File: src/rtl/mandelbrot_pkg.sv
// Shared definitions for the Mandelbrot depth calculator and its pixel dispatcher.
package mandelbrot_pkg;
  localparam int unsigned WORD_LENGTH = 32;
  localparam int unsigned FRAC        = 28;
  localparam int unsigned H_RES       = 640;
  localparam int unsigned V_RES       = 480;

  typedef logic signed [WORD_LENGTH-1:0] fixed_t;

  typedef enum logic [1:0] {
    ST_IDLE  = 2'd0,
    ST_ISSUE = 2'd1,
    ST_WAIT  = 2'd2
  } disp_state_t;
endpackage

File: src/rtl/pixel_dispatcher_coord.sv
// Pixel grid walker: x/y counters with incrementally stepped complex coordinate.
module coord_stepper
  import mandelbrot_pkg::*;
#(
  parameter int unsigned WORD_LENGTH = mandelbrot_pkg::WORD_LENGTH,
  parameter int unsigned H_RES       = mandelbrot_pkg::H_RES,
  parameter int unsigned V_RES       = mandelbrot_pkg::V_RES
) (
  input  logic                          sysclk,
  input  logic                          reset,
  input  logic                          load,
  input  logic                          advance,
  input  logic signed [WORD_LENGTH-1:0] re_min,
  input  logic signed [WORD_LENGTH-1:0] im_max,
  input  logic signed [WORD_LENGTH-1:0] step,
  output logic        [9:0]             x,
  output logic        [8:0]             y,
  output logic signed [WORD_LENGTH-1:0] re_c,
  output logic signed [WORD_LENGTH-1:0] im_c,
  output logic                          is_last
);
  logic signed [WORD_LENGTH-1:0] re_min_q;
  logic signed [WORD_LENGTH-1:0] step_q;
  logic                          x_end;

  assign x_end   = (x == 10'(H_RES - 1));
  assign is_last = x_end && (y == 9'(V_RES - 1));

  always_ff @(posedge sysclk or posedge reset) begin
    if (reset) begin
      re_min_q <= '0;
      step_q   <= '0;
      x        <= '0;
      y        <= '0;
      re_c     <= '0;
      im_c     <= '0;
    end else if (load) begin
      re_min_q <= re_min;
      step_q   <= step;
      x        <= '0;
      y        <= '0;
      re_c     <= re_min;
      im_c     <= im_max;
    end else if (advance) begin
      if (x_end) begin
        // Row wrap restarts re from the latched origin, avoiding accumulated drift.
        x    <= '0;
        y    <= y + 9'd1;
        re_c <= re_min_q;
        im_c <= im_c - step_q;
      end else begin
        x    <= x + 10'd1;
        re_c <= re_c + step_q;
      end
    end
  end
endmodule

File: src/rtl/pixel_dispatcher.sv
// Frame-level initiator: issues one calculator start per pixel and streams depths out.
module pixel_dispatcher
  import mandelbrot_pkg::*;
#(
  parameter int unsigned WORD_LENGTH = mandelbrot_pkg::WORD_LENGTH,
  parameter int unsigned H_RES       = mandelbrot_pkg::H_RES,
  parameter int unsigned V_RES       = mandelbrot_pkg::V_RES
) (
  input  logic                          sysclk,
  input  logic                          reset,
  input  logic                          frame_start,
  input  logic signed [WORD_LENGTH-1:0] re_min_in,
  input  logic signed [WORD_LENGTH-1:0] im_max_in,
  input  logic signed [WORD_LENGTH-1:0] step_in,
  input  logic        [9:0]             max_iter_in,
  output logic                          start,
  output logic        [9:0]             x,
  output logic        [8:0]             y,
  output logic signed [WORD_LENGTH-1:0] re_c,
  output logic signed [WORD_LENGTH-1:0] im_c,
  output logic        [9:0]             max_iter,
  input  logic        [9:0]             calc_depth,
  input  logic                          calc_done,
  output logic        [9:0]             px_data,
  output logic                          px_valid,
  input  logic                          px_ready,
  output logic                          px_last,
  output logic                          px_user,
  output logic                          busy,
  output logic                          frame_done
);
  disp_state_t state, state_nx;
  logic        load;
  logic        store;
  logic        advance;
  logic        is_last;

  coord_stepper #(
    .WORD_LENGTH (WORD_LENGTH),
    .H_RES       (H_RES),
    .V_RES       (V_RES)
  ) u_coord (
    .sysclk  (sysclk),
    .reset   (reset),
    .load    (load),
    .advance (advance),
    .re_min  (re_min_in),
    .im_max  (im_max_in),
    .step    (step_in),
    .x       (x),
    .y       (y),
    .re_c    (re_c),
    .im_c    (im_c),
    .is_last (is_last)
  );

  always_ff @(posedge sysclk or posedge reset) begin
    if (reset) state <= ST_IDLE;
    else       state <= state_nx;
  end

  // calc_done is only looked at in WAIT, so a level left over from the
  // previous pixel during the ISSUE cycle can never be mistaken for a result.
  always_comb begin
    state_nx = state;
    load     = 1'b0;
    store    = 1'b0;
    unique case (state)
      ST_IDLE: begin
        if (frame_start) begin
          load     = 1'b1;
          state_nx = ST_ISSUE;
        end
      end
      ST_ISSUE: state_nx = ST_WAIT;
      ST_WAIT: begin
        if (calc_done && (!px_valid || px_ready)) begin
          store    = 1'b1;
          state_nx = is_last ? ST_IDLE : ST_ISSUE;
        end
      end
      default: state_nx = ST_IDLE;
    endcase
  end

  assign start   = (state == ST_ISSUE);
  assign advance = store && !is_last;

  always_ff @(posedge sysclk or posedge reset) begin
    if (reset) begin
      px_data    <= '0;
      px_valid   <= 1'b0;
      px_last    <= 1'b0;
      px_user    <= 1'b0;
      busy       <= 1'b0;
      frame_done <= 1'b0;
      max_iter   <= '0;
    end else begin
      frame_done <= store && is_last;
      if (load) begin
        max_iter <= max_iter_in;
        busy     <= 1'b1;
      end else if (store && is_last) begin
        busy <= 1'b0;
      end
      if (store) begin
        px_data  <= calc_depth;
        px_last  <= (x == 10'(H_RES - 1));
        px_user  <= (x == '0) && (y == '0);
        px_valid <= 1'b1;
      end else if (px_ready) begin
        px_valid <= 1'b0;
      end
    end
  end
endmodule
File: config.mk
export PLATFORM = sky130hd
export DESIGN_NAME = pixel_dispatcher
export DESIGN_NICKNAME = d
export VERILOG_FILES = /design/src/rtl/mandelbrot_pkg.sv /design/src/rtl/pixel_dispatcher_coord.sv /design/src/rtl/pixel_dispatcher.sv
export SDC_FILE = /design/constraint.sdc
export NUM_CORES = 1
export LEC_CHECK = 0
export ABC_AREA = 1
export ABC_CLOCK_PERIOD_IN_PS = 7800
export CORE_ASPECT_RATIO = 1.2
export CORE_MARGIN = 5
export CORE_UTILIZATION = 53
export DETAILED_ROUTE_END_ITERATION = 12
export GPL_TIMING_DRIVEN = 0
export PLACE_DENSITY = 0.81
export SKIP_LAST_GASP = 1
export SLEW_MARGIN = 20
export SYNTH_ARGS = -nofsm -noshare
export SYNTH_HDL_FRONTEND = slang
export SYNTH_SLANG_ARGS = --single-unit
File: constraint.sdc
create_clock -name sysclk -period 7.8 [get_ports sysclk]
set_input_delay 2.34 -clock sysclk [delete_from_list [all_inputs] [get_ports sysclk]]
set_output_delay 2.34 -clock sysclk [all_outputs]
set_load 0.005 [all_outputs]
# --- Word-level counts from Yosys, hierarchy flattened ---
# Cells that the tools add are included.
totals:
  wordCells: 65
  input_bits: 121
  output_inout_bits: 109
  register_bits: 174
classes:
  add_sub_neg: 4
  n_eq_ne: 6
  mux: 24
  reduce_logical: 17
op_table:
  columns: ["operator", "count"]
  rows:
  - ["32-bit 2-to-1 mux", 6]
  - ["32-bit adder", 1]
  - ["32-bit subtractor", 1]
  - ["10-bit 2-to-1 mux", 3]
  - ["9-bit 2-to-1 mux", 3]
  - ["10-bit by 1-bit adder with 10-bit output, second input constant", 1]
  - ["10-bit == test, second input constant", 1]
  - ["10-bit logical NOT", 1]
  - ["9-bit by 1-bit adder with 9-bit output, second input constant", 1]
  - ["9-bit == test, second input constant", 1]
  - ["9-bit logical NOT", 1]
  - ["1-bit 2-to-1 mux", 9]
  - ["2-bit nonzero test", 4]
  - ["2-bit one-hot mux with 3 select lines", 1]
  - ["1-bit logical AND", 5]
  - ["2-bit 2-to-1 mux", 2]
  - ["2-bit != test, second input constant", 2]
  - ["2-bit AND reduction", 2]
  - ["2-bit by 1-bit == test with 1-bit output, second input constant", 1]
  - ["2-bit == test, second input constant", 1]
  - ["1-bit logical NOT", 2]
  - ["2-bit logical NOT", 1]
  - ["1-bit logical OR", 1]

# --- Logic depth before layout (Yosys ltp) ---
# Gate-level depths: netlist of run 1.
logic_depth:
  depth_word: 8
  depth_mapped: 15
  ltp_nobuf: 15

# --- By module ---
# Synthesis of run 1 repeated with hierarchy kept, for this count alone.
unflattened:
  hier_cells: 1709
  area_unflattened_um2: 11753.8
modules_own_cells:
  columns: ["module", "area_each_um2", "instances", "seq_area_each_um2", "cells_per_inst"]
  rows:
  - ["coord_stepper", 10535.1, 1, 3678.5, 1567]
  - ["pixel_dispatcher", 1218.7, 1, 675.6, 142]

# --- Worst setup path before layout of run 1 ---
# OpenSTA, ideal clock, no wires.
synth_path:
  path_type: "input-to-reg"
  startpoint: "in px_ready"
  endpoint: "reg u_coord.im_c[6]"
  stages: 12
  n_path_buf: 2
  setup_slack_ns: 4.228
  setup_time_ns: 0.119
  arrival_ns: 3.453
  required_time_ns: 7.681
  cell_sequence: "inv_1 > nand2_1 > nand2_1 > nor3_4 > inv_2 > nand2_1 > nand2_2 > nor2_4 > buf_6 > buf_6 > nand3_1 > o21a_1"
synth_via:
  elab_chain_cells: 7
synth_lines:
  columns: ["item", "line_no", "source"]
  rows:
  - ["start: declaration", "pixel_dispatcher.sv:26", "input logic px_ready,"]
  - ["1-bit logical OR", "pixel_dispatcher.sv:77", "if (calc_done && (!px_valid || px_ready)) begin"]
  - ["1-bit logical AND", "pixel_dispatcher.sv:77", null]
  - ["1-bit 2-to-1 mux", "pixel_dispatcher.sv:77", null]
  - ["1-bit 2-to-1 mux", "pixel_dispatcher.sv:68", "unique case (state)"]
  - ["1-bit logical AND", "pixel_dispatcher.sv:87", "assign advance = store && !is_last;"]
  - ["2-bit nonzero test (no source line)", null, null]
  - ["2-bit AND reduction (no source line)", null, null]
  - ["end signal: assignment", "pixel_dispatcher_coord.sv:43", "im_c <= im_max;"]
  - ["end signal: assignment", "pixel_dispatcher_coord.sv:50", "im_c <= im_c - step_q;"]
  - ["end: declaration", "pixel_dispatcher_coord.sv:19", "output logic signed [WORD_LENGTH-1:0] im_c,"]
# No other way between the ends.
# A chain may end at the register's enable or synchronous reset.

# --- Worst setup path after layout of run 1 ---
layout_path:
  startpoint: "in frame_start"
  endpoint: "reg u_coord.re_min_q[13]"
layout_via:
  elab_chain_cells: 2
layout_lines:
  columns: ["item", "line_no", "source"]
  rows:
  - ["start: declaration", "pixel_dispatcher.sv:11", "input logic frame_start,"]
  - ["1-bit 2-to-1 mux", "pixel_dispatcher.sv:70", "if (frame_start) begin"]
  - ["1-bit 2-to-1 mux", "pixel_dispatcher.sv:68", null]
  - ["end signal: assignment", "pixel_dispatcher_coord.sv:38", "re_min_q <= re_min;"]
  - ["end: declaration", "pixel_dispatcher_coord.sv:22", "logic signed [WORD_LENGTH-1:0] re_min_q;"]
# No other way between the ends.

==> results of run 1 <==
through the flow:
step	worst slack (ps)	power (mW)	utilization (%)	TNS (ps)
2_1_floorplan	743	4.89	-	0
3_3_place_gp	-1530	6.60	65.3	-263730
3_5_place_dp	3290	6.70	65.6	0
4_1_cts	3770	7.61	68.3	0
5_1_grt	3580	8.34	68.3	0
6_report	3750	7.67	68.3	0
area by class of cell:
| class | count | area (sq um) | share of cell area [%] |
|---|---|---|---|
| Clock buffer | 18 | 429 | 2.83 |
| Antenna cell | 4 | 10.0 | 0.0659 |
| Tap cell | 279 | 349 | 2.30 |
| Clock inverter | 14 | 165 | 1.09 |
| Buffer | 52 | 264 | 1.74 |
| Timing Repair Buffer | 231 | 2350 | 15.5 |
| Sequential cell | 174 | 4350 | 28.7 |
| Inverter | 229 | 867 | 5.71 |
| Multi-Input combinational cell | 1313 | 6400 | 42.1 |
logic make-up (layout without fill, tap and decap cells):
family / after synthesis / after routing
compound gates: 266 / 266
flops: 174 / 174
xor+xnor: 28 / 28
fa+ha+maj: 68 / 68
other cells: 0 / 4
simple gates: 951 / 951
buf+inv: 281 / 544
layout by cell type (no fill, tap or decap), types with 3 or more instances in the layout:
cell / count
a21boi_0: 6
a21oi_1: 120
buf_1: 3
buf_2: 13
buf_6: 6
clkbuf_1: 29
clkbuf_16: 17
clkdlybuf4s50_1: 229
clkinv_8: 4
dfrtp_1: 174
diode_2: 4
ha_1: 66
inv_1: 224
inv_2: 4
inv_6: 3
inv_8: 6
nand2_1: 632
nand2_2: 4
nand3_1: 124
nand3b_1: 3
nand4_1: 10
nor2_1: 146
nor3_1: 16
nor4_1: 4
o211ai_1: 10
o21a_1: 7
o21ai_0: 106
o21ai_1: 6
o21bai_1: 4
or2_2: 5
xnor2_1: 11
xor2_1: 17
sequential cells by signal, summed over array words and instances (netlist names), 2 cells and up:
register,count
u_coord.y,9
u_coord.re_min_q,32
u_coord.im_c,32
u_coord.re_c,32
u_coord.step_q,32
max_iter,10
u_coord.x,10
state,2
px_data,10
final timing paths:
check	startpoint	slack, ps	endpoint
worst max-delay path	frame_start	3750	u_coord.re_min_q[13]
worst min-delay path	u_coord.re_min_q[25]	480	u_coord.re_min_q[25]
worst max register to register	u_coord.step_q[0]	5220	u_coord.re_c[30]
worst min register to register	u_coord.re_min_q[25]	480	u_coord.re_min_q[25]
max in group asynchronous	reset	4810	u_coord.im_c[18]
min in group asynchronous	reset	2310	u_coord.re_min_q[4]
where the power goes:
part           total (mW)  switching (mW)  internal [mW]
Clock               0.882           0.447          0.434
Sequential           1.72           0.395           1.33
Combinational        5.07            3.13           1.94
Total                7.67            3.97           3.71
metal layers:
layer	vias to the layer above	track usage (%)	routed length, microns
met3	128	4.59	2600
met5	-	0	0
met1	5844	41.5	17100
li1	6140	-	-
met2	509	55.3	19900
met4	0	17.7	2510
worst reg2reg max path: stages (launching register included):
cell and delay, ps:
dfrtp_1 490, ha_1 250, fa_1 440, nand3_1 120, nand3_1 160, nand2_1 110
nand2_1 80, nand2_1 80, nand2_1 150, nand2_1 120, nand2_1 50, nand2_1 50
nand3_1 140, nand2_1 140, a21oi_1 70
==> impl_metrics.ini, run 1 <==
[outcome]
status = completed

[global_routing]
grt_pass1_vias = 12600
grt.overflow.total = 0
grt_pass1_wl_microns = 66400
grt_usage_pct = 33.1
antenna_found_initial = 4
grt_max_degree = 64

[setup_path]
slowest_delay_ps = 700
path_delay_family = buffers and inverters
crit_required_ps = 8150
worst-path-buf-inv = 4
r2r_cells = 14
critPathCaptureType = flip-flop
crit_chain = clkdlybuf4s50_1 > nand2_1 > buf_2 > inv_2 > clkbuf_1 > nand2_1 > o21ai_0
critPathLaunchType = primary input
crit_cells = 7
crit_type = in2reg
cp_max_fo = 10
critPathArrivalTime_ps = 4400
cp_slowest_cell = clkbuf_1
crit_path_frequent_cell = nand2_1

[floorplanning]
die_w_microns = 147
start_util_pct = 53.4
dieHeight_microns = 174
placement_rows = 60
core_sq_um = 22200
dieArea_sq_um = 25500
io_pins = 230

[detailed_routing]
drcViolationCount = 0
ant_nets = 0
wl_per_cell_microns = 18.2
totalWireLength_microns = 42100
dr.first_iter.drc_count = 1000
drtPass1Iterations = 7
vias = 12600
vias_per_cell = 5.45

[logic_synthesis]
synth_most_common_cell = nand2_1
yosys.area_share.adder_pct = 7.29
syn-num-nets = 1957
synth-seq-cells = 174
synth-simple-area-share_pct = 32.6
synth_common_cells = 632 x nand2_1, 225 x inv_1, 174 x dfrtp_1, 146 x nor2_1, 124 x nand3_1
netlist_top_cells_area = dfrtp_1 37%, nand2_1 20%, inv_1 7.1%
synth_top_family_by_area = simple AND/OR/NAND/NOR gates
synth_compound_area_share_pct = 11.9
syn_avg_cell_area_sq_um = 6.72
netlist_area_sq_um = 11900
synth_area_leader_cell = dfrtp_1
netlist_instances = 1768
synth_edf_count = 0
yosysTopAreaCellShare_pct = 36.7
synth-warning-count = 0
yosysUniqueCellTypes = 39
synthMuxAreaShare_pct = 0
synthXorXnorAreaFrac_pct = 2.07
postSynth.asyncResetShare_pct = 100
ys.flop_type = dfrtp_1
ys_seq_area_share_pct = 36.7

[sta]
relSlewSlack_pct = 39.5
period_needed_ps = 4050
finalCritPeriodShare_pct = 51.9
finalHoldViolations = 0
tightest_slew_ps = 907
clock_skew_ps = 16.8
maxSlewViolCount = 0
max_freq_mhz = 247
rsz0062_at_grt = no
setup_viol = 0
hold_ws_ps = 476

[clocking]
hold_buffers = 0
clock_sinks = 174
clock_latency_ps = 450
cts_setup_buffers = 0
clockBufferDepth = 2
root_buffer = clkbuf_16
path_clk_slew_ps = 70
tritoncts = done
htreeDepth = 4
cts_buffers = 17
cts_resized = 0

[place]
place_inst = 2278
routabilityCongestion = 0.975
placed_cell_area_sq_um = 14600
io_buffers = 229
dp_hpwl_microns = 34100

[layout]
final_nets = 2207
area_growth_pct = 27.9
fillers = 1995
drive_gt1_share_pct = 3.69
final_cells = 2314
final_area_sq_um = 15200

[power_and_ir_drop]
cellLeakagePower_nw = 7.76
power.density_nw_per_um2 = 505
irDropWorstVdd_uv = 245

[worst_hold_path]
hp-class = reg2reg
hold_depth = 2

[flow_run]
maxCapViolations = 0
Note: power is estimated with default switching activity, not from simulation.
==> run 2: changes to the inputs <==
ABC_CLOCK_PERIOD_IN_PS = 4200   (was 7800)
clock period = 4.2 ns   (was 7.8 ns; I/O delays follow)
==> impl_metrics.ini, run 2 (synthesis gave the netlist of run 1 again) <==
[detailed_routing]
vias = 12600
wl_met3_microns = 2780
vias_per_cell = 5.46
maxUsedRoutingLayer = met4
wirelength_met1_microns = 17300
ant_nets = 0
wl_per_cell_microns = 18.3
dr.first_iter.drc_count = 986
met2WireLength_microns = 20700
totalWireLength_microns = 42500
drtPass1Iterations = 5
drcViolationCount = 0

[floorplanning]
start_util_pct = 53.4
die_w_microns = 147
dieHeight_microns = 174
dieArea_sq_um = 25500
placement_rows = 60
core_sq_um = 22200
io_pins = 230

[flow_run]
maxCapViolations = 0

[power_and_ir_drop]
netSwitchingPower_mw = 7.38
cellLeakagePower_nw = 7.77
pwr-share-comb_pct = 66.1
switching_share_pct = 51.7
seqPwrFrac_pct = 22.4
irDropWorstVdd_uv = 397
p_int_mw = 6.89
clock_power_share_pct = 11.5
power.density_nw_per_um2 = 937

[sta]
finalHoldViolations = 0
period_needed_ps = 3020
setup_viol = 0
max_freq_mhz = 331
clock_skew_ps = 13.8
rsz0062_at_grt = no
relSlewSlack_pct = 36.3
finalCritPeriodShare_pct = 71.9
tightest_slew_ps = 956
hold_ws_ps = 477
maxSlewViolCount = 0

[place]
io_buffers = 229
routabilityCongestion = 0.965
dp_hpwl_microns = 34400
placed_cell_area_sq_um = 14600

[clocking]
cts_resized = 0
root_buffer = clkbuf_16
cts_setup_buffers = 0
hold_buffers = 0
clockBufferDepth = 2
tritoncts = done
cts_buffers = 17
clock_latency_ps = 450
path_clk_slew_ps = 80
htreeDepth = 4
clock_sinks = 174

[layout]
final_common_cell = nand2_1
final_nets = 2210
area_growth_pct = 28.2
mostFrequentLayoutCells = 632 x nand2_1, 229 x clkdlybuf4s50_1, 224 x inv_1
final_area_sq_um = 15200
drive_gt1_share_pct = 3.83

[setup_path]
critPathCaptureType = flip-flop
critPathLaunchType = primary input
crit_path_frequent_cell = nand2_1
crit_required_ps = 4550
path_delay_family = buffers and inverters
crit_chain = clkdlybuf4s50_1 > nand2_1 > buf_2 > inv_2 > clkbuf_1 > nand2_1 > o21ai_0 > nand2_1 > o21ai_0
crit_type = in2reg
critPathArrivalTime_ps = 3370
cp_slowest_cell = clkbuf_1
worst-path-buf-inv = 4
slowest_delay_ps = 650
cp_max_fo = 10

[global_routing]
grt_pass1_wl_microns = 66400
grt_usage_pct = 33.1
antenna_found_initial = 3
grt_pass1_vias = 12300
grt_max_degree = 35
grt.overflow.total = 0

[outcome]
status = completed

[worst_hold_path]
hp-class = reg2reg
==> run 2: cell types whose count changed in the layout (fill, tap and decap cells not counted), moves of 2 or more <==
cell and change:
buf_12 +5, buf_16 -2, clkinv_4 -2, clkinvlp_4 +2, inv_8 -2
==> run 2: worst paths after layout <==
| path | startpoint | endpoint | slack, ps | cells past startpoint |
|---|---|---|---|---|
| min in group asynchronous | reset | u_coord.re_min_q[4] | 1250 | 2 |
| hold reg to reg | px_data[9] | px_data[9] | 480 | 2 |
| setup / recovery | frame_start | u_coord.im_c[0] | 1180 | 9 |
| hold / removal | px_data[9] | px_data[9] | 480 | 2 |
| setup reg to reg | u_coord.step_q[0] | u_coord.re_c[30] | 1580 | 14 |
| max in group asynchronous | reset | u_coord.im_c[19] | 2110 | 4 |
==> run 2: power groups by stage <==
stage                     combinational [mW]  clock (mW)  sequential [mW]
after global routing                    10.5        1.72             3.27
after global placement                  9.11           0             3.17
after detailed placement                9.27           0             3.20
after CTS                               9.33        1.64             3.17
final                                   9.44        1.63             3.20
after floorplan                         6.11           0             2.98
==> run 2: cell type report <==
cell class / instances / area [sq um]
fill: 1981 / 7000
buffer: 52 / 264
sequential: 174 / 4350
tap: 279 / 349
timing repair buffer: 234 / 2390
antenna: 3 / 7.51
clock buffer: 18 / 429
inverter: 229 / 863
multi-input combinational: 1313 / 6400
clock inverter: 14 / 169
==> run 2: per-layer routing <==
metal  vias up  global-route usage [%]
met5         -                       0
met4         0                    13.6
met3       100                    4.46
met2       537                    56.1
met1      5872                    42.8
li1       6126                       -
==> run 2: worst reg2reg max path: cells and delay by family (launching register included) <==
| kind | cells | cell delay, ps |
|---|---|---|
| DFF | 1 | 480 |
| and+or+nand+nor | 11 | 1260 |
| AOI/OAI and AO/OA | 1 | 70 |
| adders and majority gates | 2 | 690 |
==> run 2: stage by stage <==
stage | instances | setup WS [ps] | setup TNS, ps | util [%] | power (mW)
6_report | 2316 | 1180 | 0 | 68.5 | 14.3
5_1_grt | 2316 | 1020 | 0 | 68.5 | 15.5
4_1_cts | 2313 | 1240 | 0 | 68.5 | 14.1
3_5_place_dp | 2281 | 780 | 0 | 65.8 | 12.5
3_3_place_gp | 2276 | -728 | -122670 | 65.3 | 12.3
2_1_floorplan | 1768 | 715 | 0 | - | 9.09
==> run 3: changes to the inputs <==
ABC_CLOCK_PERIOD_IN_PS = 3200   (was 4200)
clock period = 3.2 ns   (was 4.2 ns; I/O delays follow)
==> results of run 3 <==
Same layout as run 2 (identical final DEF). Status: completed.
Among the figures that moved: setup slack after placement 780 ps -> 80.2 ps; setup slack after layout 1180 ps -> 481 ps; register-to-register setup slack 1580 ps -> 580 ps; total power 14.3 mW -> 18.7 mW; worst IR drop on VDD 397 uV -> 521 uV
